===== src/rtl/alu_core_pkg.sv =====
// -----------------------------------------------------------------------------
// alu_core_pkg
// Shared types and constants for the mmio_alu_core slot:
//   op_t       operation codes carried in CTRL[2:0]
//   state_t    sequencing FSM states
//   REG_*      word offsets of the slot registers
//   ST_*       bit positions inside the STATUS register
//   sat_inc()  32-bit saturating increment used by the cycle counter
// -----------------------------------------------------------------------------
package alu_core_pkg;

   typedef enum logic [2:0] {
      OP_ADD  = 3'd0,
      OP_SUB  = 3'd1,
      OP_MUL  = 3'd2,
      OP_DIV  = 3'd3,
      OP_SHL  = 3'd4,
      OP_SHR  = 3'd5,
      OP_SRA  = 3'd6,
      OP_RSVD = 3'd7
   } op_t;

   typedef enum logic [1:0] {
      IDLE = 2'd0,
      CALC = 2'd1,
      FIX  = 2'd2
   } state_t;

   localparam logic [4:0] REG_OPA    = 5'd0;
   localparam logic [4:0] REG_OPB    = 5'd1;
   localparam logic [4:0] REG_CTRL   = 5'd2;
   localparam logic [4:0] REG_STATUS = 5'd3;
   localparam logic [4:0] REG_RES_LO = 5'd4;
   localparam logic [4:0] REG_RES_HI = 5'd5;
   localparam logic [4:0] REG_CYCLES = 5'd6;

   localparam int ST_BUSY = 0;
   localparam int ST_DONE = 1;
   localparam int ST_DZ   = 2;
   localparam int ST_OVR  = 3;

   function automatic logic [31:0] sat_inc(input logic [31:0] v);
      return (v == 32'hFFFF_FFFF) ? v : v + 32'd1;
   endfunction

endpackage


===== src/rtl/alu_seq_muldiv.sv =====
// -----------------------------------------------------------------------------
// alu_seq_muldiv
// Unsigned W-cycle sequential multiplier / restoring divider on magnitudes.
// Ports:
//   clk, reset   clock, synchronous active-high reset
//   start        load operands and begin W iteration steps
//   is_div       1: divide a_mag by b_mag, 0: multiply a_mag by b_mag
//   a_mag,b_mag  operand magnitudes, sampled on start
//   prod_or_q    low product word (MUL) or quotient (DIV)
//   rem_hi       high product word (MUL) or remainder (DIV)
//   last_step    high during the final iteration step
// Both operations share one {hi, lo} shift pair: MUL shifts right while
// accumulating into hi, DIV shifts left while building quotient bits in lo.
// -----------------------------------------------------------------------------
module alu_seq_muldiv
   import alu_core_pkg::*;
#(
   parameter int W = 32
) (
   input  logic         clk,
   input  logic         reset,
   input  logic         start,
   input  logic         is_div,
   input  logic [W-1:0] a_mag,
   input  logic [W-1:0] b_mag,
   output logic [W-1:0] prod_or_q,
   output logic [W-1:0] rem_hi,
   output logic         last_step
);

   localparam int CW = $clog2(W);

   logic          active_q, active_d;
   logic [CW-1:0] cnt_q, cnt_d;
   logic [W-1:0]  hi_q, hi_d;
   logic [W-1:0]  lo_q, lo_d;
   logic [W-1:0]  m_q, m_d;
   logic          div_q, div_d;
   logic [W:0]    sum;
   logic [W:0]    shifted;

   assign last_step = active_q && (cnt_q == CW'(W - 1));
   assign prod_or_q = lo_q;
   assign rem_hi    = hi_q;

   always_comb begin
      // NOTE: every signal gets a default first so no path leaves it unassigned (no latch).
      active_d = active_q;
      cnt_d    = cnt_q;
      hi_d     = hi_q;
      lo_d     = lo_q;
      m_d      = m_q;
      div_d    = div_q;
      sum      = {1'b0, hi_q} + {1'b0, m_q};
      shifted  = {hi_q, lo_q[W-1]};

      if (start) begin
         active_d = 1'b1;
         cnt_d    = '0;
         hi_d     = '0;
         lo_d     = a_mag;
         m_d      = b_mag;
         div_d    = is_div;
      end else if (active_q) begin
         cnt_d = cnt_q + CW'(1);
         if (last_step) active_d = 1'b0;
         if (div_q) begin
            // Restoring step: keep the trial subtraction only if it does not go negative.
            if (shifted >= {1'b0, m_q}) begin
               hi_d = shifted[W-1:0] - m_q;
               lo_d = {lo_q[W-2:0], 1'b1};
            end else begin
               hi_d = shifted[W-1:0];
               lo_d = {lo_q[W-2:0], 1'b0};
            end
         end else if (lo_q[0]) begin
            hi_d = sum[W:1];
            lo_d = {sum[0], lo_q[W-1:1]};
         end else begin
            hi_d = {1'b0, hi_q[W-1:1]};
            lo_d = {hi_q[0], lo_q[W-1:1]};
         end
      end
   end

   // NOTE: sequential state uses <= so every register samples pre-edge values.
   always_ff @(posedge clk) begin
      if (reset) begin
         active_q <= 1'b0;
         cnt_q    <= '0;
      end else begin
         active_q <= active_d;
         cnt_q    <= cnt_d;
      end
   end

   // NOTE: datapath registers carry no reset; start always loads them before use.
   always_ff @(posedge clk) begin
      hi_q  <= hi_d;
      lo_q  <= lo_d;
      m_q   <= m_d;
      div_q <= div_d;
   end

endmodule


===== src/rtl/mmio_alu_core.sv =====
// -----------------------------------------------------------------------------
// mmio_alu_core
// Width-parametrised arithmetic slot core for the FPro MMIO bus: add/sub,
// shifts, sequential multiply and restoring divide, with signed mode,
// busy/done/dz/ovr status and a per-operation busy-cycle counter.
// Ports:
//   clk      system clock
//   reset    synchronous active-high reset
//   cs       slot select
//   read     read strobe (reads have no side effects)
//   write    write strobe
//   addr     word register offset
//   wr_data  write data
//   rd_data  read data, combinational from addr, W-bit fields zero-extended
// -----------------------------------------------------------------------------
module mmio_alu_core
   import alu_core_pkg::*;
#(
   parameter int W = 32
) (
   input  logic        clk,
   input  logic        reset,
   input  logic        cs,
   input  logic        read,
   input  logic        write,
   input  logic [4:0]  addr,
   input  logic [31:0] wr_data,
   output logic [31:0] rd_data
);

   localparam int SW = $clog2(W);

   state_t       state_q, state_d;
   op_t          op_q, op_d;
   logic [W-1:0] opa_q, opa_d, opb_q, opb_d;
   logic [W-1:0] lat_a_q, lat_a_d, lat_b_q, lat_b_d;
   logic [W-1:0] res_lo_q, res_lo_d, res_hi_q, res_hi_d;
   logic         neg_res_q, neg_res_d, neg_rem_q, neg_rem_d;
   logic         dz_pend_q, dz_pend_d;
   logic         done_q, done_d, dz_q, dz_d, ovr_q, ovr_d;
   logic [31:0]  cyc_cnt_q, cyc_cnt_d, cycles_q, cycles_d;

   logic         wr_en, ctrl_wr, status_wr, busy;
   op_t          op_in;
   logic         sa_in, sb_in, div_zero_in, seq_start;
   logic [W-1:0] a_mag_in, b_mag_in;
   logic [W-1:0] seq_lo, seq_hi;
   logic         seq_last;
   logic [W:0]   sum_w, diff_w;
   logic [2*W-1:0] prod, prod_s;
   logic [SW-1:0]  amt;
   logic [W-1:0] fix_lo, fix_hi;
   logic         unused_sink;

   assign wr_en     = cs & write;
   assign ctrl_wr   = wr_en && (addr == REG_CTRL);
   assign status_wr = wr_en && (addr == REG_STATUS);
   assign busy      = (state_q != IDLE);

   // Sign handling only matters for MUL/DIV; other ops ignore the magnitudes.
   assign op_in       = op_t'(wr_data[2:0]);
   assign sa_in       = wr_data[3] & opa_q[W-1];
   assign sb_in       = wr_data[3] & opb_q[W-1];
   assign a_mag_in    = sa_in ? -opa_q : opa_q;
   assign b_mag_in    = sb_in ? -opb_q : opb_q;
   assign div_zero_in = (op_in == OP_DIV) && (opb_q == '0);
   assign seq_start   = ctrl_wr && !busy && (op_in inside {OP_MUL, OP_DIV}) && !div_zero_in;

   // read is part of the slot interface but reads are side-effect free.
   assign unused_sink = ^{read, wr_data};

   alu_seq_muldiv #(.W(W)) u_seq (
      .clk       (clk),
      .reset     (reset),
      .start     (seq_start),
      .is_div    (op_in == OP_DIV),
      .a_mag     (a_mag_in),
      .b_mag     (b_mag_in),
      .prod_or_q (seq_lo),
      .rem_hi    (seq_hi),
      .last_step (seq_last)
   );

   // Result formation for the FIX cycle.
   always_comb begin
      fix_lo = '0;
      fix_hi = '0;
      sum_w  = {1'b0, lat_a_q} + {1'b0, lat_b_q};
      diff_w = {1'b0, lat_a_q} - {1'b0, lat_b_q};
      prod   = {seq_hi, seq_lo};
      prod_s = neg_res_q ? -prod : prod;
      amt    = lat_b_q[SW-1:0];
      case (op_q)
         OP_ADD: begin
            fix_lo = sum_w[W-1:0];
            fix_hi = {{(W-1){1'b0}}, sum_w[W]};
         end
         OP_SUB: begin
            fix_lo = diff_w[W-1:0];
            fix_hi = {{(W-1){1'b0}}, diff_w[W]};
         end
         OP_MUL: {fix_hi, fix_lo} = prod_s;
         OP_DIV: begin
            if (dz_pend_q) begin
               fix_lo = '1;
               fix_hi = lat_a_q;
            end else begin
               fix_lo = neg_res_q ? -seq_lo : seq_lo;
               fix_hi = neg_rem_q ? -seq_hi : seq_hi;
            end
         end
         OP_SHL:  fix_lo = lat_a_q << amt;
         OP_SHR:  fix_lo = lat_a_q >> amt;
         OP_SRA:  fix_lo = W'($signed(lat_a_q) >>> amt);
         default: ;
      endcase
   end

   always_comb begin
      state_d   = state_q;
      op_d      = op_q;
      opa_d     = opa_q;
      opb_d     = opb_q;
      lat_a_d   = lat_a_q;
      lat_b_d   = lat_b_q;
      res_lo_d  = res_lo_q;
      res_hi_d  = res_hi_q;
      neg_res_d = neg_res_q;
      neg_rem_d = neg_rem_q;
      dz_pend_d = dz_pend_q;
      done_d    = done_q;
      dz_d      = dz_q;
      ovr_d     = ovr_q;
      cyc_cnt_d = cyc_cnt_q;
      cycles_d  = cycles_q;

      if (wr_en && addr == REG_OPA) opa_d = wr_data[W-1:0];
      if (wr_en && addr == REG_OPB) opb_d = wr_data[W-1:0];
      if (status_wr) begin
         done_d = 1'b0;
         dz_d   = 1'b0;
         ovr_d  = 1'b0;
      end
      if (ctrl_wr && busy) ovr_d = 1'b1;

      case (state_q)
         IDLE: begin
            if (ctrl_wr) begin
               op_d      = op_in;
               lat_a_d   = opa_q;
               lat_b_d   = opb_q;
               neg_res_d = sa_in ^ sb_in;
               neg_rem_d = sa_in;
               dz_pend_d = div_zero_in;
               done_d    = 1'b0;
               dz_d      = 1'b0;
               cyc_cnt_d = '0;
               state_d   = seq_start ? CALC : FIX;
            end
         end
         CALC: begin
            cyc_cnt_d = sat_inc(cyc_cnt_q);
            if (seq_last) state_d = FIX;
         end
         FIX: begin
            // Setting done/dz here overrides a same-cycle STATUS clear.
            res_lo_d = fix_lo;
            res_hi_d = fix_hi;
            done_d   = 1'b1;
            if (dz_pend_q) dz_d = 1'b1;
            cycles_d = sat_inc(cyc_cnt_q);
            state_d  = IDLE;
         end
         default: state_d = IDLE;
      endcase
   end

   always_ff @(posedge clk) begin
      if (reset) begin
         state_q   <= IDLE;
         op_q      <= OP_ADD;
         opa_q     <= '0;
         opb_q     <= '0;
         lat_a_q   <= '0;
         lat_b_q   <= '0;
         res_lo_q  <= '0;
         res_hi_q  <= '0;
         neg_res_q <= 1'b0;
         neg_rem_q <= 1'b0;
         dz_pend_q <= 1'b0;
         done_q    <= 1'b0;
         dz_q      <= 1'b0;
         ovr_q     <= 1'b0;
         cyc_cnt_q <= '0;
         cycles_q  <= '0;
      end else begin
         state_q   <= state_d;
         op_q      <= op_d;
         opa_q     <= opa_d;
         opb_q     <= opb_d;
         lat_a_q   <= lat_a_d;
         lat_b_q   <= lat_b_d;
         res_lo_q  <= res_lo_d;
         res_hi_q  <= res_hi_d;
         neg_res_q <= neg_res_d;
         neg_rem_q <= neg_rem_d;
         dz_pend_q <= dz_pend_d;
         done_q    <= done_d;
         dz_q      <= dz_d;
         ovr_q     <= ovr_d;
         cyc_cnt_q <= cyc_cnt_d;
         cycles_q  <= cycles_d;
      end
   end

   always_comb begin
      rd_data = '0;
      case (addr)
         REG_OPA:    rd_data = 32'(opa_q);
         REG_OPB:    rd_data = 32'(opb_q);
         REG_STATUS: begin
            rd_data[ST_BUSY] = busy;
            rd_data[ST_DONE] = done_q;
            rd_data[ST_DZ]   = dz_q;
            rd_data[ST_OVR]  = ovr_q;
         end
         REG_RES_LO: rd_data = 32'(res_lo_q);
         REG_RES_HI: rd_data = 32'(res_hi_q);
         REG_CYCLES: rd_data = cycles_q;
         default:    rd_data = '0;
      endcase
   end

endmodule


===== config.mk =====
export PLATFORM = sky130hd
export DESIGN_NAME = mmio_alu_core
export DESIGN_NICKNAME = d
export VERILOG_FILES = /design/src/rtl/alu_core_pkg.sv /design/src/rtl/alu_seq_muldiv.sv /design/src/rtl/mmio_alu_core.sv
export SDC_FILE = /design/constraint.sdc
export NUM_CORES = 2
export LEC_CHECK = 0
export ABC_AREA = 1
export BUFFER_PORTS_ARGS = -buffer_cell sky130_fd_sc_hd__buf_2
export CELL_PAD_IN_SITES_DETAIL_PLACEMENT = 1
export CELL_PAD_IN_SITES_GLOBAL_PLACEMENT = 1
export CORE_AREA = 4 4 281 283
export DETAILED_ROUTE_END_ITERATION = 10
export DIE_AREA = 0 0 285 287
export PLACE_DENSITY_LB_ADDON = 0.1
export SLEW_MARGIN = 20
export SYNTH_ARGS = -nofsm -noshare
export SYNTH_HDL_FRONTEND = slang
export SYNTH_SLANG_ARGS = --single-unit

===== constraint.sdc =====
create_clock -name clk -period 3.1 [get_ports clk]
set_input_delay 0 -clock clk [delete_from_list [all_inputs] [get_ports clk]]
set_output_delay 0 -clock clk [all_outputs]
set_load 0.05 [all_outputs]

==> impl_results.md <==
- Sw Pwr: 0.00519 W
- Warnings, synthesis: 0
- Post-synth EDFFs: between 60 and 70
- Die outline area: 81800 sq um
- Clk network pwr share: 0.395
- Layout area overhead: 13.6%
- Post-route minimum period: 3.05 ns
- Share of post-route cells with drive strength above 1: 0.0848
- Worst EP arrival: 3.54 ns
- Initial Util: 0.446
- Synthesized flop and latch total: 370
- Clock skew: 0.0411 ns
- Final Worst Setup Slack: 0.0511 ns
- Chip width: 285 um
- Setup CP Type: reg2reg
- Filler cell count: 10900
- CP required: 3.59 ns
- Routed WL per cell: 27.2 um
- Distinct cells, synth: 64
- Post-synthesis cell area: 34200 sq um
- Syn Inst Count: about 5900
- Gate power share: 0.247
- Total GRT Usage: 0.454
- RSZ-0062 raised after global routing: false
- Final instance area: 38900 sq um
- Synth top area share: 0.183
- Register area: 8060 sq um
- Largest net degree at the start of global routing: 90
- Syn Area/Cell: 5.82 sq um
- Status: completed
- Overflow after GRT: 0
- Count of pins over their slew limit: 0
- Syn nets: 6059
- Multi-input logic area: 22400 sq um
- Final antenna-violating net count: 0
- Crit. End Element: flip-flop
- TritonCTS buffer count: 45
- Antenna violations before repair: 22
- Cell with the most instances after synthesis: nand2_1
- Seq pwr share: 0.357
- Largest cells by area after synthesis: nand2_1, dfxtp_1, nand3_1, a21oi_1, inv_1
- Ys async rst share: 0
- Clock tree buffer depth: 3
- Most frequent cells after synthesis: nand2_1, inv_1, nand3_1, nor2_1, a21oi_1
- Total number of vias: 44400
- Final Hold Fails: 0
- CTS tree: built
- Maximum VDD drop: 408 uV
- Worst skew pair latency: 0.65 ns
- Relative slew slack: 0.319
- Pleak: about 18 nW
- Max Cap Viol: 0
- Die Ht: between 200 and 300 um
- Clk sinks: 370
- HP Class: in2reg
- Core box area: 76700 sq um
- Clock root cell: clkbuf_16
- Number of global-route vias before repair: 42300
- Setup TNS: 0 ns
- Crit path max fanout: 9
- Pre-CTS WS: 0.0127 ns
- Sw frac: 0.362
- Total internal power: around 0.009 W
- Ys flop type: dfxtp_1
- I/O pins: 74
- Initial DRT Pass Iterations: 7
- Startpoint Class: flip-flop
- Post-Route WL: a little under 200 mm
- Power per cell area: 368 nW/um^2
- # port buffers: between 70 and 80
- Post-DP Area: around 37000 sq um
- Seq/Total Area, Yosys: 0.235
- Endpoints failing setup: 0
- Drt drc: 0
- Post-DP HPWL: 152 mm
- Global placement routability congestion: 1.07
- 1st-iter DRT viols: around 5400
- Slew @ Worst Pin: 1.02 ns
- Global-route wire length before repair: between 200 and 300 mm
- H-tree depth: 2
- Routed vias/inst: 6.23
- Fmax: 328 MHz
- Row Count: 102
- Synth area leader: nand2_1
- Tcrit/Tclk final: 0.984
- Clk slew on worst S/H paths: 0.06 ns
- NumNets Final: 6219
## cell families after synthesis
logic type,synth area share
AOI/OAI and AO/OA,0.190
xor gates and xnor gates,0.0309
adders and majority gates,0.0524
buffers and inverters,0.109
DFF,0.235
and+or+nand+nor,0.382
## per-stage QoR
stage	hold WS (ns)	cells	utilization	total power, W
3_5_place_dp	0.294	6988	0.481	0.00853
2_1_floorplan	0.135	5876	-	0.00727
6_report	0.0520	7123	0.507	0.0143
3_3_place_gp	0.299	6988	0.481	0.00845
4_1_cts	0.0143	7111	0.506	0.0141
5_1_grt	0.0875	7113	0.507	0.0148
## critical path: stages, from the launching register on
cell and delay, ns:
dfxtp_1 0.86, ha_1 0.49, inv_1 0.29, o21ai_0 0.20
a31oi_1 0.20, nand2_1 0.08, nor2_1 0.18, nand3_1 0.13
nand3_1 0.11, nand3_1 0.18, nand2_1 0.11, a21oi_1 0.06
## cell type report
type | instances | share of cell area
antenna | 10 | 0.000643
multi-input combinational | 4545 | 0.577
sequential | 370 | 0.207
clock buffer | 56 | 0.0318
clock inverter | 28 | 0.00753
timing repair buffer | 369 | 0.0740
inverter | 705 | 0.0682
tap | 1040 | 0.0335
## repair_timing
action / CTS / global route
gates resized for setup: 1 / 3
hold endpoints to repair: 72 / 0
buffers inserted: 0 / 2
pin swaps: 0 / 1
setup endpoints to repair: 1 / 28
hold buffers: 39 / 0
## state kept, by name, summed over array words and instances (netlist names), 2 cells and up
name             count
cyc_cnt_q           32
cycles_q            32
lat_a_q             32
lat_b_q             32
opa_q               32
opb_q               32
res_hi_q            32
res_lo_q            32
u_seq.m_q           32
u_seq.prod_or_q     32
u_seq.rem_hi        32
u_seq.cnt_q          5
op_q                 3
state_q              2
## cell usage in the layout, fill, tap and decap left out, types with 16 or more instances in the layout
cell type      instances
nand2_1             1670
inv_1                677
nand3_1              616
nor2_1               585
a21oi_1              512
o21ai_0              447
dfxtp_1              301
buf_4                244
ha_1                 137
xor2_1                93
buf_2                 71
nand4_1               70
edfxtp_1              65
nor3_1                64
clkbuf_16             45
o211ai_1              40
dlygate4sd3_1         39
a221oi_1              29
xnor2_1               26
o21ai_1               25
o22ai_1               23
o221ai_1              19
and2_1                17
a31oi_1               16
## metal layers
layer | wire (um) | vias to the layer above | track usage
met5 | 122 | - | 0
met4 | 13800 | 18 | 0.253
met3 | 23400 | 698 | 0.135
met2 | 78900 | 2700 | 0.672
met1 | 77500 | 21300 | 0.590
li1 | - | 19600 | -
## worst paths after layout
path | endpoint | slack, ns | from | cells past startpoint
worst max-delay path | res_lo_q[31] | 0.05 | lat_a_q[30] | 11
worst min-delay path | ovr_q | 0.05 | addr[3] | 8
worst max register to register | res_lo_q[31] | 0.05 | lat_a_q[30] | 11
worst min register to register | res_lo_q[13] | 0.48 | res_lo_q[13] | 2
## power by group through the flow
| stage | clock [W] | combinational, W | sequential, W |
|---|---|---|---|
| after floorplan | 0 | 0.00207 | 0.00520 |
| after global placement | 0 | 0.00324 | 0.00521 |
| after detailed placement | 0 | 0.00331 | 0.00521 |
| after CTS | 0.00564 | 0.00338 | 0.00511 |
| after global routing | 0.00584 | 0.00381 | 0.00512 |
| final | 0.00566 | 0.00354 | 0.00511 |
(Power assumes the default switching activity.)
